$ cat config.mk
export PLATFORM = sky130hd
export DESIGN_NAME = pedestrian_request_unit
export DESIGN_NICKNAME = d
export VERILOG_FILES = /design/src/rtl/ped_pkg.sv /design/src/rtl/buton_debouncer.sv /design/src/rtl/pedestrian_request_unit.sv
export SDC_FILE = /design/constraint.sdc
export NUM_CORES = 1
export LEC_CHECK = 0
export CAP_MARGIN = 10
export CORE_AREA = 2 2 79 59
export DETAILED_ROUTE_END_ITERATION = 10
export DIE_AREA = 0 0 81 61
export SYNTH_ARGS = -nofsm -noshare
export SYNTH_HDL_FRONTEND = slang
export SYNTH_SLANG_ARGS = --single-unit
$ cat constraint.sdc
create_clock -name clk_i -period 3.6 [get_ports clk_i]
set_input_delay 0.54 -clock clk_i [delete_from_list [all_inputs] [get_ports clk_i]]
set_output_delay 0.54 -clock clk_i [all_outputs]
set_load 0.01 [all_outputs]
$ cat src/rtl/ped_pkg.sv
// Shared types and helpers for the pedestrian request unit.
package ped_pkg;

    typedef enum logic [1:0] {
        IDLE    = 2'd0,
        PENDING = 2'd1,
        SERVING = 2'd2,
        LOCKOUT = 2'd3
    } ped_state_e;

    // Largest value a width-bit unsigned counter can hold.
    function automatic logic [31:0] sat_max(input int unsigned width);
        return (32'd1 << width) - 32'd1;
    endfunction

endpackage

$ cat src/rtl/buton_debouncer.sv
// Conditions the raw push-button: 2-FF synchronizer, debounce filter, rising-edge pulse.
module buton_debouncer #(
    parameter int DEBOUNCE_CYCLES = 4
) (
    input  logic clk_i,
    input  logic reset_i,
    input  logic raw_i,
    output logic stable_o,
    output logic press_o
);
    localparam int CW = $clog2(DEBOUNCE_CYCLES + 1);
    localparam logic [CW-1:0] CNT_LAST = CW'(DEBOUNCE_CYCLES - 1);

    logic          s1_r;
    logic          s2_r;
    logic          stable_r;
    logic          stable_d_r;
    logic [CW-1:0] cnt_r;

    // Synchronize, then flip the stable level only after enough consecutive disagreements.
    always_ff @(posedge clk_i or posedge reset_i) begin
        if (reset_i) begin
            s1_r       <= 1'b0;
            s2_r       <= 1'b0;
            stable_r   <= 1'b0;
            stable_d_r <= 1'b0;
            cnt_r      <= '0;
        end else begin
            s1_r       <= raw_i;
            s2_r       <= s1_r;
            stable_d_r <= stable_r;
            if (s2_r != stable_r) begin
                if (cnt_r == CNT_LAST) begin
                    stable_r <= s2_r;
                    cnt_r    <= '0;
                end else begin
                    cnt_r <= cnt_r + CW'(1);
                end
            end else begin
                cnt_r <= '0;
            end
        end
    end

    assign stable_o = stable_r;
    assign press_o  = stable_r & ~stable_d_r;

endmodule

$ cat src/rtl/pedestrian_request_unit.sv
// Latches a debounced pedestrian request until the walk phase serves it, then
// holds off new presses for a lockout window and counts accepted requests.
module pedestrian_request_unit
    import ped_pkg::*;
#(
    parameter int DEBOUNCE_CYCLES = 4,
    parameter int LOCKOUT_CYCLES  = 8,
    parameter int CNT_W           = 8
) (
    input  logic             clk_i,
    input  logic             reset_i,
    input  logic             enable_i,
    input  logic             service_i,
    input  logic             buton_i,
    input  logic             verde_pietoni_i,
    output logic             cerere_o,
    output logic             asteptare_o,
    output logic [CNT_W-1:0] press_count_o
);
    localparam int LW = (LOCKOUT_CYCLES > 1) ? $clog2(LOCKOUT_CYCLES) : 1;
    localparam logic [LW-1:0]    LOCK_LOAD  = LW'((LOCKOUT_CYCLES > 0) ? LOCKOUT_CYCLES - 1 : 0);
    localparam logic [CNT_W-1:0] CNT_MAX    = CNT_W'(sat_max(CNT_W));
    localparam bit               NO_LOCKOUT = (LOCKOUT_CYCLES == 32'sd0);

    logic             press_s;
    logic             stable_unused_s;
    ped_state_e       state_r;
    ped_state_e       state_nx_s;
    logic [LW-1:0]    lock_r;
    logic [LW-1:0]    lock_nx_s;
    logic             count_inc_s;
    logic [CNT_W-1:0] count_r;
    logic             cerere_r;
    logic             asteptare_r;

    buton_debouncer #(
        .DEBOUNCE_CYCLES (DEBOUNCE_CYCLES)
    ) u_debouncer (
        .clk_i    (clk_i),
        .reset_i  (reset_i),
        .raw_i    (buton_i),
        .stable_o (stable_unused_s),
        .press_o  (press_s)
    );

    // Next-state logic; service beats disable, which beats the walk signal, which beats a press.
    always_comb begin
        state_nx_s  = state_r;
        lock_nx_s   = lock_r;
        count_inc_s = 1'b0;
        if (service_i) begin
            state_nx_s = IDLE;
            lock_nx_s  = '0;
        end else if (!enable_i) begin
            state_nx_s = state_r;
            lock_nx_s  = lock_r;
        end else begin
            case (state_r)
                IDLE: begin
                    if (verde_pietoni_i) begin
                        state_nx_s = SERVING;
                    end else if (press_s) begin
                        state_nx_s  = PENDING;
                        count_inc_s = 1'b1;
                    end else begin
                        state_nx_s = IDLE;
                    end
                end
                PENDING: begin
                    if (verde_pietoni_i) begin
                        state_nx_s = SERVING;
                    end else begin
                        state_nx_s = PENDING;
                    end
                end
                SERVING: begin
                    if (verde_pietoni_i) begin
                        state_nx_s = SERVING;
                    end else if (NO_LOCKOUT) begin
                        state_nx_s = IDLE;
                    end else begin
                        state_nx_s = LOCKOUT;
                        lock_nx_s  = LOCK_LOAD;
                    end
                end
                LOCKOUT: begin
                    if (verde_pietoni_i) begin
                        state_nx_s = SERVING;
                    end else if (lock_r == '0) begin
                        state_nx_s = IDLE;
                    end else begin
                        lock_nx_s = lock_r - LW'(1);
                    end
                end
                default: begin
                    state_nx_s = IDLE;
                    lock_nx_s  = '0;
                end
            endcase
        end
    end

    // State, lockout timer, saturating press counter and the request/wait lamps.
    always_ff @(posedge clk_i or posedge reset_i) begin
        if (reset_i) begin
            state_r     <= IDLE;
            lock_r      <= '0;
            count_r     <= '0;
            cerere_r    <= 1'b0;
            asteptare_r <= 1'b0;
        end else begin
            state_r     <= state_nx_s;
            lock_r      <= lock_nx_s;
            cerere_r    <= (state_nx_s == PENDING);
            asteptare_r <= (state_nx_s == PENDING);
            if (count_inc_s && (count_r != CNT_MAX)) begin
                count_r <= count_r + CNT_W'(1);
            end else begin
                count_r <= count_r;
            end
        end
    end

    assign cerere_o      = cerere_r;
    assign asteptare_o   = asteptare_r;
    assign press_count_o = count_r;

endmodule

# Word-level counts from Yosys, hierarchy flattened
# Cells that the tools add are included.
# totals
register_bits	21
latch_bits	0
mem_bits_rw	0
romBits	0
in_bits	6
output_inout_bits	10
word_cells	53
mem_count	0
# op_classes
addsub	3
multipliers	0
div_mod_pow	0
n_lt_le_gt_ge	0
n_eq_ne	10
shifts	0
n_mux	22
bitwise_logic	2
reduce_logical	7
# op_table
cell	n
two-way mux 3 bit	7
two-way mux 2 bit	6
!= test 3 bit (second input constant)	3
adder 8 x 1 -> 8 bit (second input constant)	1
!= test 8 bit (second input constant)	1
one-hot mux 2 bit (4 select lines)	1
two-way mux 1 bit	7
one-hot mux 3 bit (2 select lines)	1
AND reduction 5 bit	1
== test 2 x 1 -> 1 bit (second input constant)	2
== test 2 bit (second input constant)	2
adder 3 x 1 -> 3 bit (second input constant)	1
== test 3 x 2 -> 1 bit (second input constant)	1
zero test 3 bit	1
nonzero test 3 bit	1
subtractor 3 x 1 -> 3 bit (second input constant)	1
zero test 2 bit	1
AND reduction 2 bit	1
nonzero test 2 bit	1
bitwise AND 1 bit	1
logical AND 1 bit	1
!= test 1 bit	1
NOT 1 bit	1

# Longest topological paths before layout
# Gate-level depths: netlist of run 1.
# depth
ltp_word	8
ltp_mapped	6

# Modules after synthesis
# Synthesis of run 1 repeated with hierarchy kept, for this count alone.
# unflattened
cells_unflattened	86
area_unflattened_um2	1057.3
# modules_own_cells
module	instances	cells_each	area_per_inst_um2	seq_area_each_um2
pedestrian_request_unit	1	70	800.8	350.3
buton_debouncer	1	16	256.5	175.2

# Least setup slack after synthesis of run 1
# No wires, ideal clock.
# synth_path
kind	input-to-reg
startpoint	input port enable_i
endpoint	register count_r[4], in the netlist press_count_o[4]
t_arrival_ns	1.558
setup_slack_ns	1.917
stages	5
n_path_buf	1
cell_sequence	buf_2 nor3b_1 and3_2 nand3_2 mux2_4
# synth_via
elab_chain_len	3
# synth_rtl
item	line_no	source
start, declared	pedestrian_request_unit.sv:12	input logic enable_i,
two-way mux 1 bit	pedestrian_request_unit.sv:54	end else if (!enable_i) begin
two-way mux 1 bit	pedestrian_request_unit.sv:51	if (service_i) begin
logical AND 1 bit	pedestrian_request_unit.sv:116	if (count_inc_s && (count_r != CNT_MAX)) begin
end signal, assigned	pedestrian_request_unit.sv:117	count_r <= count_r + CNT_W'(1);
end signal, assigned	pedestrian_request_unit.sv:119	count_r <= count_r;
end, declared	pedestrian_request_unit.sv:32	logic [CNT_W-1:0] count_r;
# No other way between the ends.
# A chain may end at the register's enable or synchronous reset.

# Worst setup path after layout of run 1
# Same ends and word-level chain as after synthesis.

==> results.txt, run 1 <==
Insertion delay to the later sink of the worst-skew pair: 250 ps
Start point of the worst hold path: u_debouncer.s1_r
Antenna violations before repair: 0
Final clock skew: 2.68 ps
Cell count after placement: 158
First-pass iteration count of the detailed router: 3
Actual slew at the worst max-slew pin: 783 ps
DIE WIDTH: 81 µm
Worst reg2reg startpoint: state_r[1]
Number of slew-limit violations in the final report: 0
Setup total negative slack: 0 ps
Clk Tree Root Cell: sky130_fd_sc_hd__clkbuf_8
Global placer's final weighted congestion: 0.785
# setup viols final: 0
Count of hold-fix buffers inserted at cts: 0
Main combinational cell family by area after synthesis: simple AND/OR/NAND/NOR gates
Share of total power in sequential cells: 52.1%
Starting Density: 24.3%
WL/cell: 11.4 µm
Critical-path maximum fanout: 9
Power per cell area: 471 nW/µm²
Avg Inst Size Synth: 11.2 µm²
Post-synthesis share of cell area spent on full adders, half adders and majority gates: 4.96%
Max Cap Violations: 0
Type of destination of the critical path: flip-flop
Clock tree sinks: 21
Combinational group share of total power: 22.8%
Post-Synthesis Net Count: 100
Xor/xnor share of the synthesized area: 5.20%
Clk pwr share: 25.1%
Sequential fraction of the synthesis area: 52.0%
Via count: 692
Simple-gate share of the synthesized area: 22.6%
Signal arrival time at the worst endpoint: 2150 ps
Final net count: 118
Hold endpoint: u_debouncer.s2_r
Logic depth of the worst register-to-register path: 4
Antenna diode count: 0
CTS HTree Levels: 1
Number of global-route vias before repair: 718
WHS: 366 ps
Critical Path Source Type: primary input
Count of filler cells inserted in the layout: 450
Layout cells sized above 1: 13.1%
Share of synthesized area spent on multiplexers: 5.20%
Slack of the worst reg-to-reg path: 1960 ps
Max-slew headroom: 47.8%
Clock tree from TritonCTS: yes
Initial DRC Count: 26
Largest buffer count on any clock path: 2
Layout overhead on the synthesized area: 25.0%
Post-cts gate resize count: 0
Overflow after GRT: 0
Endpoint of the most critical register-to-register path: press_count_o[4]
Max frequency: 498 MHz
Required time at the worst-slack endpoint: 3740 ps
Count of buffers added by post-CTS timing repair for setup: 0
Clock slew at the register clock pins of the worst setup and hold paths: 70 ps
Total number of placement rows: 20
Final hold vios: 0
Full die area: 4940 µm²
Share of the clock period used by the worst path after layout: 55.8%
Number of buffers added by the clock tree synthesis step: 3
VDD IR-drop max: 222 µV
Synthesized instance count: 90
Switching power as a share of total power: 28.0%
RSZ-0062 raised after global routing: no
Maximum number of pins on one net before global-route repair: 22
Number of different library cells in the post-synthesis netlist: 33
Pleak: 0.551 nW
Hold path cells: 0
Min cycle time layout: 2010 ps
Fraction of the mapped netlist area in compound gates: 6.94%
Fin util: 30.4%
Number of standard cells in the layout, taps in and fillers out: 162
Net switching power: 0.000167 W
DRC errors left: 0
Mapped Area: 1010 µm²
Tot GR Track Use: 8.75%
Tightest Hold Check Type: reg2reg
Number of antenna-violating nets in the routed design: 0
P_int: 0.000428 W
Result of the run: finished, final reports clean
Area of the core: 4150 µm²
Final WL: 1850 µm
Crit path kind: in2reg
First-pass GRT wire length: 3190 µm
DIE HEIGHT: 61 µm
Port buffer count: 15
Yosys warning total: 0
Num ports: 16
Average vias per placed instance: 4.27
FF+latch count, synth: 21
HPWL after DPL: 1430 µm
through the flow:
stage / area (µm²) / setup slack (ps) / power [W]
finish: 1260 / 1590 / 0.000595
global route: 1260 / 1480 / 0.000640
CTS: 1260 / 1590 / 0.000606
detailed placement: 1220 / 1310 / 0.000452
global placement: 1220 / 1380 / 0.000446
floorplan: 1010 / 1920 / 0.000395
per-layer routing:
layer | part of all wire (%) | wire [µm] | GRT usage [%]
met1 | 48 | 887 | 10.7
met2 | 46 | 842 | 14.3
met3 | 5.9 | 110 | 4.32
met4 | 0.54 | 10 | 1.69
met5 | 0 | 0 | 0
Yosys cell counts (all sizes together):
master | instances | area, µm²
and4 | 1 | 8.76
a311oi | 1 | 8.76
nor4b | 1 | 23.8
a21oi | 2 | 10.0
or3b | 1 | 8.76
inv | 5 | 18.8
a31o | 1 | 8.76
a22oi | 1 | 7.51
and3 | 2 | 13.8
xor2 | 3 | 26.3
nor3 | 5 | 25.0
nor2 | 9 | 33.8
buf | 2 | 12.5
nand3b | 1 | 7.51
nor3b | 2 | 15.0
a211o | 1 | 8.76
dfrtp | 21 | 526
nand3 | 4 | 25.0
nand2b | 1 | 6.26
a211oi | 1 | 7.51
nand2 | 7 | 26.3
mux2 | 4 | 52.6
and3b | 1 | 8.76
a31oi | 1 | 6.26
o211ai | 1 | 12.5
ha | 4 | 50.1
xnor2 | 3 | 26.3
nor2b | 2 | 12.5
nand4 | 2 | 12.5
power by group through the flow:
stage	Sequential [W]	Clock [W]	Combinational [W]
after global routing	0.000317	0.000172	0.000152
after floorplan	0.000314	0	0.0000810
after CTS	0.000311	0.000157	0.000138
after global placement	0.000314	0	0.000132
after detailed placement	0.000314	0	0.000138
final	0.000310	0.000149	0.000136
flip-flops by register name (all words and copies together) (netlist names):
name / flops
press_count_o: 8
u_debouncer.cnt_r: 3
lock_r: 3
u_debouncer.stable_o: 1
u_debouncer.stable_d_r: 1
state_r: 2
u_debouncer.s2_r: 1
asteptare_o: 1
u_debouncer.s1_r: 1
worst max path at each step:
| stage | to | start | cells past startpoint | slack (ps) |
|---|---|---|---|---|
| 2_1_floorplan | press_count_o[4] | enable_i | 5 | 1920 |
| 3_3_place_gp | press_count_o[4] | enable_i | 5 | 1380 |
| 3_5_place_dp | press_count_o[4] | enable_i | 5 | 1310 |
| 4_1_cts | press_count_o[4] | enable_i | 5 | 1590 |
| 5_1_grt | press_count_o[4] | enable_i | 5 | 1480 |
| 6_report | press_count_o[4] | enable_i | 5 | 1590 |
layout by cell type, fill, tap and decap left out, types with 2 or more instances in the layout:
master,synthesis,final
sky130_fd_sc_hd__dfrtp_1,21,21
sky130_fd_sc_hd__nand4_1,2,2
sky130_fd_sc_hd__xnor2_1,3,3
sky130_fd_sc_hd__mux2_4,2,2
sky130_fd_sc_hd__ha_1,4,4
sky130_fd_sc_hd__clkdlybuf4s50_1,0,15
sky130_fd_sc_hd__clkbuf_8,0,3
sky130_fd_sc_hd__xor2_1,3,3
sky130_fd_sc_hd__nor2_1,9,9
sky130_fd_sc_hd__nor3b_1,2,2
sky130_fd_sc_hd__nor3_1,5,5
sky130_fd_sc_hd__nand3_1,3,3
sky130_fd_sc_hd__a21oi_1,2,2
sky130_fd_sc_hd__mux2_2,2,2
sky130_fd_sc_hd__inv_1,5,5
sky130_fd_sc_hd__nor2b_1,2,2
sky130_fd_sc_hd__nand2_1,7,7
final cells by class:
class,instances,area [µm²],area share (%)
clock buffers,3,41.3,3.27
repair buffers,15,150,11.9
well taps,55,68.8,5.45
multi-input cells,62,453,35.9
inverters,5,18.8,1.49
clock inverters,1,5.00,0.396
flip-flops and latches,21,526,41.6
worst max-delay path: stages:
cell and delay [ps]:
sky130_fd_sc_hd__clkdlybuf4s50_1 610, sky130_fd_sc_hd__nor3b_1 330, sky130_fd_sc_hd__and3_2 270, sky130_fd_sc_hd__nand3_2 90, sky130_fd_sc_hd__mux2_4 310
kinds of logic (layout without fill, tap and decap cells):
kind of cell               after synthesis  after routing
buffers and inverters                    7             24
muxes                                    4              4
AOI/OAI and AO/OA                        9              9
and+or+nand+nor                         39             39
xor gates and xnor gates                 6              6
DFF                                     21             21
adders and majority gates                4              4
No activity file was read; power rests on OpenSTA's default activity.
==> run 2, diff against run 1 <==
==> constraint.sdc (replaced) <==
create_clock -name clk_i -period 2 [get_ports clk_i]
set_input_delay 0.3 -clock clk_i [delete_from_list [all_inputs] [get_ports clk_i]]
set_output_delay 0.3 -clock clk_i [all_outputs]
set_load 0.01 [all_outputs]
==> run 2 against run 1 <==
  * Setup slack lost 1200 ps
  * Flip-flop and latch count is the same
  * Register-to-register slack lost 1600 ps
  * Cell area grew 2.4%
  * Sequential power grew 80%
  * Wire length grew 6.4%
  * Via count grew 2.9%
  * First-iteration DRC count shrank 27%
  * Clock skew grew 4.2 ps
  * Clock power grew 83%
  * Sequential share of layout area shrank 0.97 points
  * Utilization grew 0.72 points
==> results.txt, run 2 (synthesized netlist as in run 1, its figures left out) <==
Result of the run: finished, final reports clean
Critical Path Source Type: flip-flop
Power per cell area: 837 nW/µm² (+78%)
Starting Density: 24.3% (unchanged)
Footprint of the multi-input gates: 453 µm² (unchanged)
Critical-path maximum fanout: 7 (-2)
Critical Path Slowest Stage Cell: sky130_fd_sc_hd__clkdlybuf4s50_1
Number of flip-flops under the largest register name: 8 (unchanged)
Share of the clock period used by the worst path after layout: 81.5%
DIE HEIGHT: 61 µm (unchanged)
RSZ-0062 raised after global routing: no
# setup viols final: 0 (unchanged)
Type of destination of the critical path: primary output
Via count: 712 (+2.9%)
Start point of the critical path: press_count_o[2]
Num ports: 16 (unchanged)
Critical path, cell by cell: clkdlybuf4s50_1
Number of antenna-violating nets in the routed design: 0 (unchanged)
Tightest Hold Check Type: in2async
First-pass iteration count of the detailed router: 4 (+1)
Count of hold-fix buffers inserted at cts: 0 (unchanged)
Worst reg2reg startpoint: state_r[0]
CTS HTree Levels: 1 (unchanged)
Actual slew at the worst max-slew pin: 302 ps (-480 ps)
Leading cell type in the layout, fill and taps excluded: sky130_fd_sc_hd__dfrtp_1
CP peak stage delay: 590 ps (-20 ps)
Antenna violations before repair: 0 (unchanged)
Number of global-route vias before repair: 770 (+7.2%)
Port buffer count: 15 (unchanged)
DRC errors left: 0 (unchanged)
Clock tree from TritonCTS: yes
Required time at the worst-slack endpoint: 1700 ps (-2040 ps)
Number of buffers and inverters on the critical path: 1 (unchanged)
Global placer's final weighted congestion: 0.862 (+9.7%)
Final WL: 1970 µm (+6.4%)
Clock tree sinks: 21 (unchanged)
Max-slew headroom: 79.8% (+32 points)
Clock slew at the register clock pins of the worst setup and hold paths: 80 ps (about the same)
Final net count: 122 (+3.4%)
Final clock skew: 6.89 ps (+4.21 ps)
Clk Tree Root Cell: sky130_fd_sc_hd__clkbuf_8
DIE WIDTH: 81 µm (unchanged)
Signal arrival time at the worst endpoint: 1330 ps (-820 ps)
Most frequent cells in the layout: sky130_fd_sc_hd__dfrtp_1, sky130_fd_sc_hd__clkdlybuf4s50_1, sky130_fd_sc_hd__nor2_1
Count of buffers added by post-CTS timing repair for setup: 0 (unchanged)
Max frequency: 613 MHz
Tot GR Track Use: 9.08% (+0.32 points)
Count of filler cells inserted in the layout: 425 (-5.6%)
VDD IR-drop max: 332 µV (+49%)
Pleak: 0.571 nW (+3.6%)
Fin util: 31.1% (+0.72 points)
WL/cell: 11.9 µm (+3.9%)
Layout overhead on the synthesized area: 28.0%
HPWL after DPL: 1500 µm (+5.3%)
Total number of placement rows: 20 (unchanged)
Insertion delay to the later sink of the worst-skew pair: 260 ps (about the same)
Max Cap Violations: 0 (unchanged)
Post-cts gate resize count: 0 (unchanged)
Final hold vios: 0 (unchanged)
Setup total negative slack: 0 ps (unchanged)
Initial DRC Count: 19 (-27%)
Average vias per placed instance: 4.29 (+0.41%)
Number of slew-limit violations in the final report: 0 (unchanged)
Antenna diode count: 0 (unchanged)
Maximum number of pins on one net before global-route repair: 22 (unchanged)
Overflow after GRT: 0 (unchanged)
Family with the most delay on the worst path: buffers and inverters
Largest buffer count on any clock path: 2 (unchanged)
Layout cells sized above 1: 16.2% (+3.1 points)
Number of buffers added by the clock tree synthesis step: 3 (unchanged)
Area of the core: 4150 µm² (unchanged)
Crit path kind: reg2out
Full die area: 4940 µm² (unchanged)
Min cycle time layout: 1630 ps
Register cell area after layout: 526 µm² (unchanged)
First-pass GRT wire length: 3350 µm (+5.0%)
-- run 2: changes by cell type in the layout (fill, tap and decap cells not counted), sizes merged --
cell  before  now
buf        0    4
-- run 2: final cells by class --
cell class,count,share of cell area [%]
flip-flops and latches,21,40.7
multi-input cells,62,35.0
repair buffers,19,13.9
well taps,55,5.32
clock buffers,3,3.19
inverters,5,1.45
clock inverters,1,0.387
-- run 2: layer usage --
| layer | part of all wire [%] | wire (µm) | track usage, % | up-vias |
|---|---|---|---|---|
| met4 | 0.66 | 13 | 2.18 | 0 |
| li1 | - | - | - | 359 |
| met1 | 47 | 929 | 10.9 | 340 |
| met3 | 5.7 | 113 | 4.17 | 2 |
| met2 | 46 | 913 | 15.1 | 11 |
| met5 | 0 | 0 | 0 | - |
-- run 2: metrics by stage --
| step | hold slack (ps) | setup WS (ps) | instances | power [W] | instance area [µm²] |
|---|---|---|---|---|---|
| after floorplan | 277 | 498 | 90 | 0.000711 | 1010 |
| after global placement | 344 | 180 | 162 | 0.000809 | 1250 |
| after detailed placement | 354 | 121 | 162 | 0.000820 | 1250 |
| after CTS | 378 | 358 | 166 | 0.00111 | 1290 |
| after global routing | 383 | 229 | 166 | 0.00116 | 1290 |
| final | 367 | 370 | 166 | 0.00108 | 1290 |
-- run 2: power by group --
group / internal, W / switching (W) / total [W]
Combinational: 0.000146 / 0.000104 / 0.000250
Sequential: 0.000492 / 0.0000669 / 0.000559
Clock: 0.000139 / 0.000134 / 0.000273
-- run 2: worst paths after layout --
check / to / slack [ps] / depth (start not counted)
max: press_count_o[2] / 370 / 1
min in group clk_i: u_debouncer.s2_r / 370 / 0
max reg2reg: press_count_o[4] / 400 / 4
min: u_debouncer.cnt_r[2] / 370 / 3
min reg2reg: u_debouncer.s2_r / 370 / 0
max in group asynchronous: press_count_o[3] / 1410 / 3
